<file path="src/rtl/muldiv_arbiter.sv">
// muldiv_arbiter: round-robin front end that shares one MulDiv unit between
// the core E stage (requester 0) and an auxiliary port (requester 1).
// Each accepted op is issued to the unit, its busy period is waited out
// (bounded by TIMEOUT), and exactly one response goes back to the owner.
module muldiv_arbiter #(
   parameter logic [2:0] SEL_LO   = 3'd0,
   parameter logic [2:0] SEL_HI   = 3'd1,
   parameter logic [2:0] SEL_MUL  = 3'd2,
   parameter logic [2:0] SEL_MULU = 3'd3,
   parameter logic [2:0] SEL_DIV  = 3'd4,
   parameter logic [2:0] SEL_DIVU = 3'd5,
   parameter logic [2:0] SEL_IDLE = 3'd7,
   parameter int         TIMEOUT  = 32
) (
   input  logic        clk,
   input  logic        rst,
   input  logic [1:0]  req_valid,
   output logic [1:0]  req_ready,
   input  logic [2:0]  req0_op,
   input  logic [31:0] req0_a,
   input  logic [31:0] req0_b,
   input  logic [2:0]  req1_op,
   input  logic [31:0] req1_a,
   input  logic [31:0] req1_b,
   output logic [1:0]  rsp_valid,
   output logic [31:0] rsp_data,
   output logic        rsp_err,
   output logic        err_sticky,
   output logic        md_start,
   output logic        md_we,
   output logic [2:0]  md_sel,
   output logic [31:0] md_a,
   output logic [31:0] md_b,
   input  logic        md_busy,
   input  logic [31:0] md_c
);

   localparam int CNT_W = $clog2(TIMEOUT + 1);

   typedef enum logic [1:0] {
      S_IDLE  = 2'd0,
      S_ISSUE = 2'd1,
      S_WAIT  = 2'd2,
      S_RESP  = 2'd3
   } state_t;

   typedef enum logic [2:0] {
      OP_MFLO = 3'd0,
      OP_MFHI = 3'd1,
      OP_MUL  = 3'd2,
      OP_MULU = 3'd3,
      OP_DIV  = 3'd4,
      OP_DIVU = 3'd5,
      OP_MTLO = 3'd6,
      OP_MTHI = 3'd7
   } op_t;

   state_t           state;
   state_t           state_nxt;
   logic [1:0]       grant;
   logic             last_grant;
   logic             owner;
   op_t              op;
   logic [31:0]      op_a;
   logic [31:0]      op_b;
   logic [31:0]      rdata;
   logic [CNT_W-1:0] cnt;
   logic             abort;
   logic [2:0]       op_sel;
   logic             is_compute;
   logic             is_mf;
   logic             is_mt;
   logic             timeout_hit;

   // Last permitted WAIT cycle with the unit still busy ends the op as aborted.
   assign timeout_hit = md_busy && (cnt == CNT_W'(TIMEOUT - 1));

   // Decode the latched op into its unit sel code and op class.
   always_comb begin
      op_sel     = SEL_IDLE;
      is_compute = 1'b0;
      is_mf      = 1'b0;
      is_mt      = 1'b0;
      unique case (op)
         OP_MFLO: begin op_sel = SEL_LO;   is_mf = 1'b1;      end
         OP_MFHI: begin op_sel = SEL_HI;   is_mf = 1'b1;      end
         OP_MUL:  begin op_sel = SEL_MUL;  is_compute = 1'b1; end
         OP_MULU: begin op_sel = SEL_MULU; is_compute = 1'b1; end
         OP_DIV:  begin op_sel = SEL_DIV;  is_compute = 1'b1; end
         OP_DIVU: begin op_sel = SEL_DIVU; is_compute = 1'b1; end
         OP_MTLO: begin op_sel = SEL_LO;   is_mt = 1'b1;      end
         OP_MTHI: begin op_sel = SEL_HI;   is_mt = 1'b1;      end
      endcase
   end

   // Round-robin grant, only offered while idle; a lone requester always wins.
   always_comb begin
      // NOTE: every output of a combinational block gets a default first so no path infers a latch.
      grant = 2'b00;
      if (state == S_IDLE) begin
         unique case (req_valid)
            2'b01:   grant = 2'b01;
            2'b10:   grant = 2'b10;
            2'b11:   grant = last_grant ? 2'b01 : 2'b10;
            default: grant = 2'b00;
         endcase
      end
   end

   assign req_ready = grant;

   // State register.
   always_ff @(posedge clk or negedge rst) begin
      // NOTE: sequential state uses non-blocking assignments so all flops update together at the edge.
      if (!rst) state <= S_IDLE;
      else      state <= state_nxt;
   end

   // Next-state logic.
   always_comb begin
      state_nxt = state;
      unique case (state)
         S_IDLE:  if (grant != 2'b00) state_nxt = S_ISSUE;
         S_ISSUE: state_nxt = is_compute ? S_WAIT : S_RESP;
         S_WAIT:  if (!md_busy || timeout_hit) state_nxt = S_RESP;
         S_RESP:  state_nxt = S_IDLE;
         default: state_nxt = S_IDLE;
      endcase
   end

   // Unit pins and response outputs, decoded from the current state.
   always_comb begin
      md_start  = 1'b0;
      md_we     = 1'b0;
      md_sel    = SEL_IDLE;
      md_a      = '0;
      md_b      = '0;
      rsp_valid = 2'b00;
      rsp_data  = '0;
      rsp_err   = 1'b0;
      unique case (state)
         S_ISSUE: begin
            md_a     = op_a;
            md_b     = op_b;
            md_sel   = op_sel;
            md_start = is_compute;
            md_we    = is_mt;
         end
         S_WAIT: md_sel = op_sel;
         S_RESP: begin
            rsp_valid = owner ? 2'b10 : 2'b01;
            rsp_data  = rdata;
            rsp_err   = abort;
         end
         default: ;
      endcase
   end

   // Request latch, MF* read capture, wait counter and error flags.
   always_ff @(posedge clk or negedge rst) begin
      // NOTE: the op/operand/data registers are reset as well so an op in flight is fully dropped.
      if (!rst) begin
         last_grant <= 1'b1;
         owner      <= 1'b0;
         op         <= OP_MFLO;
         op_a       <= '0;
         op_b       <= '0;
         rdata      <= '0;
         cnt        <= '0;
         abort      <= 1'b0;
         err_sticky <= 1'b0;
      end else begin
         if (grant != 2'b00) begin
            owner      <= grant[1];
            last_grant <= grant[1];
            op         <= grant[1] ? op_t'(req1_op) : op_t'(req0_op);
            op_a       <= grant[1] ? req1_a : req0_a;
            op_b       <= grant[1] ? req1_b : req0_b;
            rdata      <= '0;
         end
         if (state == S_ISSUE && is_mf) rdata <= md_c;
         if (state == S_WAIT) begin
            cnt <= cnt + 1'b1;
            if (timeout_hit) begin
               abort      <= 1'b1;
               err_sticky <= 1'b1;
            end
         end
         if (state == S_RESP) begin
            cnt   <= '0;
            abort <= 1'b0;
         end
      end
   end

endmodule
</file>
<file path="config.mk">
export PLATFORM = sky130hd
export DESIGN_NAME = muldiv_arbiter
export DESIGN_NICKNAME = d
export VERILOG_FILES = /design/src/rtl/muldiv_arbiter.sv
export SDC_FILE = /design/constraint.sdc
export NUM_CORES = 1
export LEC_CHECK = 0
export ABC_AREA = 1
export CORE_MARGIN = 2
export CORE_UTILIZATION = 35
export DETAILED_ROUTE_END_ITERATION = 8
export PLACE_DENSITY_LB_ADDON = 0.12
export SYNTH_ARGS = -nofsm -noshare
export SYNTH_HDL_FRONTEND = slang
export SYNTH_SLANG_ARGS = --single-unit
</file>
<file path="constraint.sdc">
create_clock -name clk -period 1.5 [get_ports clk]
set_input_delay 0.3 -clock clk [delete_from_list [all_inputs] [get_ports clk]]
set_output_delay 0.3 -clock clk [all_outputs]
set_load 0.005 [all_outputs]
</file>
* Word level (Yosys, flattened, before mapping)
Cells that the tools add are included.
Storage, ports and cells: register bits 111, bits of input ports 171, output and inout bits 107, logic and storage cells 76
Cells by class: add/subtract/negate cells 1, eq/ne operators 16, multiplexer cells 30, reduce and logical (&&, ||, !) cells 19
Operators with widths (number):
- two-way mux 32 bit | 7
- case mux 3 bit (6 select lines) | 1
- equality test 3 bit, second input constant | 4
- two-way mux 2 bit | 6
- two-way mux 6 bit | 2
- two-way mux 1 bit | 10
- OR reduction 2 bit | 5
- equality test 2 bit, second input constant | 4
- case mux 2 bit (4 select lines) | 1
- nonzero test 2 bit | 4
- adder 6 x 1 -> 6 bit, second input constant | 1
- equality test 3 x 2 -> 1 bit, second input constant | 2
- equality test 6 x 5 -> 1 bit, second input constant | 1
- two-way mux 3 bit | 2
- case mux 2 bit (3 select lines) | 1
- AND reduction 2 bit | 3
- equality test 2 x 1 -> 1 bit, second input constant | 2
- OR reduction 4 bit | 1
- equality test 3 x 1 -> 1 bit, second input constant | 1
- zero test 3 bit | 1
- logical AND 1 bit | 2
- zero test 2 bit | 1
- != test 2 x 1 -> 1 bit, second input constant | 1
- != test 2 bit, second input constant | 1
- 2 further kinds | 2

* Logic depth before layout (Yosys ltp)
word-level depth 6, depth in mapped cells 10

* Worst setup path after synthesis
OpenSTA, ideal clock, no wires.
kind register to output, start register state[1], end output md_a[0], arrival 1268 ps, data required time 1200 ps, slack -68 ps, cell stages (with the launch flop) 7, buffers on the path 2, path through dfrtp_1 > inv_1 > ha_1 > buf_2 > buf_1 > nand2_1 > inv_1
Between the ends: word-level cells in the longest chain between the ends 2
RTL lines:
- from (decl) | RTL line 58 | state_t state;
- from (signal assigned) | RTL line 116 | else state <= state_nxt;
- equality test 2 x 1 -> 1 bit | RTL line 141 | unique case (state)
- two-way mux 32 bit | RTL line 141
- to (decl) | RTL line 32 | output logic [31:0] md_a,
No other way between the ends.

* Final worst setup path
start register state[0], end output rsp_data[7]
Between the ends: word-level cells in the longest chain between the ends 2
RTL lines:
- equality test 2 bit | RTL line 141
- two-way mux 32 bit | RTL line 141
- to (decl) | RTL line 26 | output logic [31:0] rsp_data,
No other way between the ends.

==> results.yml <==
worst_setup_path:
  r2r_start: "state[0]"
  arrival_ns: 1.79
  worst_r2r_path_depth: 9
  criticalPathCategory: "reg2out"
  endpoint_kind: "output pin"
  critical_path.endpoint: "rsp_data[7]"
  crit_path_start_kind: "flip-flop"
  cp.required_ns: 1.20
  cp_max_fo: 4
  r2r_setup_slack_ns: -0.35
  reg2reg_to: "rdata[21]"
  critical_path.startpoint: "state[0]"
routing:
  avgViaCountPerCell: 4.816
  vias: 6742
  drc: 0
  wl_met1_mm: 9.965
  drtIter0Drc: 239
  routed-wl-met3_mm: 1.538
  wirelength_mm: 25.25
  top_layer_used: "met4"
  route.met2.wl_mm: 12.93
  drt-pass1-iter-count: 4
  final_antenna_net_count: 0
  wl_per_cell_um: 18.04
global_routing:
  grt_pass1_vias: 6239
  grt_max_degree: 52
  antenna_found_initial: 0
  grt_usage: 0.2428
  overflow: 0
  grt_first_pass_wirelength_mm: 33.47
yosys:
  ys_ff_latch: 111
  yosys_warnings: 0
  syn-instance-count: 803
  yosysMostFrequentCell: "nand2_1"
  synth_fp_nets: 979
  yosysTopAreaCell: "dfrtp_1"
  netlist_area_um2: 5786
  synth_edf_count: 0
  synth.area.top_cells: "dfrtp_1 (48%), nand2_1 (16%), inv_1 (12%)"
  synth-async-reset-ratio: 1.000
  synthTopCellsByCount: "nand2_1 (252), inv_1 (179), dfrtp_1 (110)"
  synth_top_area_frac: 0.4758
  ys_seq_area_frac: 0.4803
  synth_flop_cell: "dfrtp_1"
  synth_cell_type_count: 23
  avgSynthCellArea_um2: 7.205
timing:
  worst_pin_slew_ns: 0.2955
  holdWs_ns: 0.3401
  rsz0062_at_grt: "yes"
  max_freq_ghz: 0.4783
  setup_slack_ns: -0.5908
  relSlewSlack: 0.8030
  skew_ns: 0.008102
  final_hold_viol_count: 0
  period_minus_slack_ns: 2.091
  finalMaxSlewViolations: 0
  setup_viol: 210
  min_period_over_period: 1.394
floorplan:
  rows: 47
  pin_count: 278
  die_h_um: 132.6
  die_x_um: 132.6
  coreArea_um2: 16350
  start_util: 0.3539
  die_area_um2: 17570
min_path:
  hp-class: "in2async"
clock_tree:
  tritoncts: "built"
  cts_buffer_depth: 2
  htree_levels: 3
  clk_pin_slew_ns: 0.08
  worstSkewPairLatency_ns: 0.35
  cts_buffers: 9
  clockRootBuffer: "clkbuf_16"
  cts.sinks: 111
pwr:
  p_leak_uw: 0.006156
  pwr_density_cell_nw_per_um2: 1976
  total_power_uw: 23500
  ir_worst_vdd_uv: 1119
place:
  dp.final_hpwl_mm: 12.76
  gp_congestion: 0.8021
  port_buffers: 277
finish:
  seqCellArea_um2: 2781
  diodes: 0
  fillCellCount: 1205
  layout-drive-gt1-share: 0.4458
  multi_input_area_um2: 3283
  nNetsFinal: 1351
  area_growth_pct: 105.6
flow_run:
  max-cap-violations: 0
run_status:
  status: "finished, violations left"
  failed_checks: "negative setup slack"
layout by cell type (no fill, tap or decap), types with 2 or more instances in the layout:
cell             count
dfrtp_2              2
buf_6               55
nor2_4               3
nand2_2             83
nand2_4             59
o21ai_2              5
nand3_4              2
a31oi_1             56
buf_2               38
o21ai_0              3
nand2_8              2
o22ai_2             22
nor2_1              72
dfrtp_1            108
inv_1              117
buf_12              30
o22ai_4             10
a31oi_2              3
buf_16              17
nor2_2               3
a31oi_4              5
clkinv_4             2
o21ai_1              2
a21oi_2              3
nand3_1              4
clkdlybuf4s50_1    169
nand2_1            111
o22ai_1              3
ha_4                 3
buf_8               16
nand3_2              2
inv_4                2
inv_2               62
clkbuf_16           22
a21oi_1              4
buf_4               30
clkbuf_2            36
logic make-up (layout without fill, tap and decap cells):
kind of cell	count (synthesis)	count (layout)	synth area share
AO/OA/AOI/OAI	118	118	0.1239
adder cells (fa/ha/maj)	5	5	0.01081
buffers and inverters	227	603	0.1583
flip-flops	111	111	0.4803
AND/OR/NAND/NOR	342	343	0.2266
per-layer routing:
layer  vias to the layer above  track usage
met5                         -            0
met4                         0      0.08602
met3                        53      0.05134
met2                       263       0.4148
met1                      3228       0.3041
li1                       3198            -
worst min path at each step:
| stage | start | end | slack, ns | depth (start not counted) |
|---|---|---|---|---|
| global placement | rst | rdata[2] | 0.17 | 1 |
| global route | rst | rdata[3] | 0.35 | 2 |
| CTS | rst | rdata[9] | 0.33 | 2 |
| detailed placement | rst | rdata[9] | 0.17 | 1 |
| finish | rst | rdata[1] | 0.34 | 2 |
| floorplan | rst | abort | 0.004 | 0 |
where the power goes:
| group | total [uW] | leakage, uW | switching, uW | internal [uW] |
|---|---|---|---|---|
| registers | 5400 | 0.00132 | 1170 | 4240 |
| logic | 15600 | 0.00468 | 7220 | 8340 |
| clock network | 2540 | 0.000149 | 1190 | 1350 |
| total | 23500 | 0.00616 | 9580 | 13900 |
repair_timing:
item	in CTS	in global routing
pin swaps	2	31
gates cloned	18	16
endpoints found under the setup margin	211	212
hold buffers	1	0
resized for setup	484	401
hold endpoints to repair	10	0
setup buffers	38	30
registers in the layout (all words and copies together), names as in the netlist:
name        flops
cnt             6
err_sticky      1
last_grant      1
abort           1
op_b           32
rdata          32
state           2
op              3
op_a           32
owner           1
critical path, stage by stage (launching register included):
cell	delay (ns)
dfrtp_2	0.45
buf_6	0.13
ha_4	0.17
buf_6	0.14
buf_16	0.13
buf_8	0.12
buf_6	0.11
nand2_2	0.05
inv_2	0.03
buf_6	0.10
area by class of cell:
class	instances	share of cell area
Clock buffer	10	0.02009
Timing Repair Buffer	406	0.3836
Multi-Input combinational cell	466	0.2760
Clock inverter	6	0.005785
Sequential cell	111	0.2338
Inverter	181	0.05754
Tap cell	220	0.02314
through the flow:
stage / setup TNS [ns] / setup WS, ns / instance area (um^2) / utilization / instances
after CTS: -64.39 / -0.5934 / 10340 / 0.6327 / 1362
after detailed placement: -60.87 / -0.5426 / 9015 / 0.5514 / 1289
final: -66.64 / -0.5908 / 11900 / 0.7276 / 1400
after global placement: -60.65 / -0.4589 / 9015 / 0.5514 / 1289
after global routing: -79.27 / -0.6285 / 11900 / 0.7276 / 1400
after floorplan: 0 / 0.01502 / 5791 / - / 803
Power figures use the tool's default switching activity.
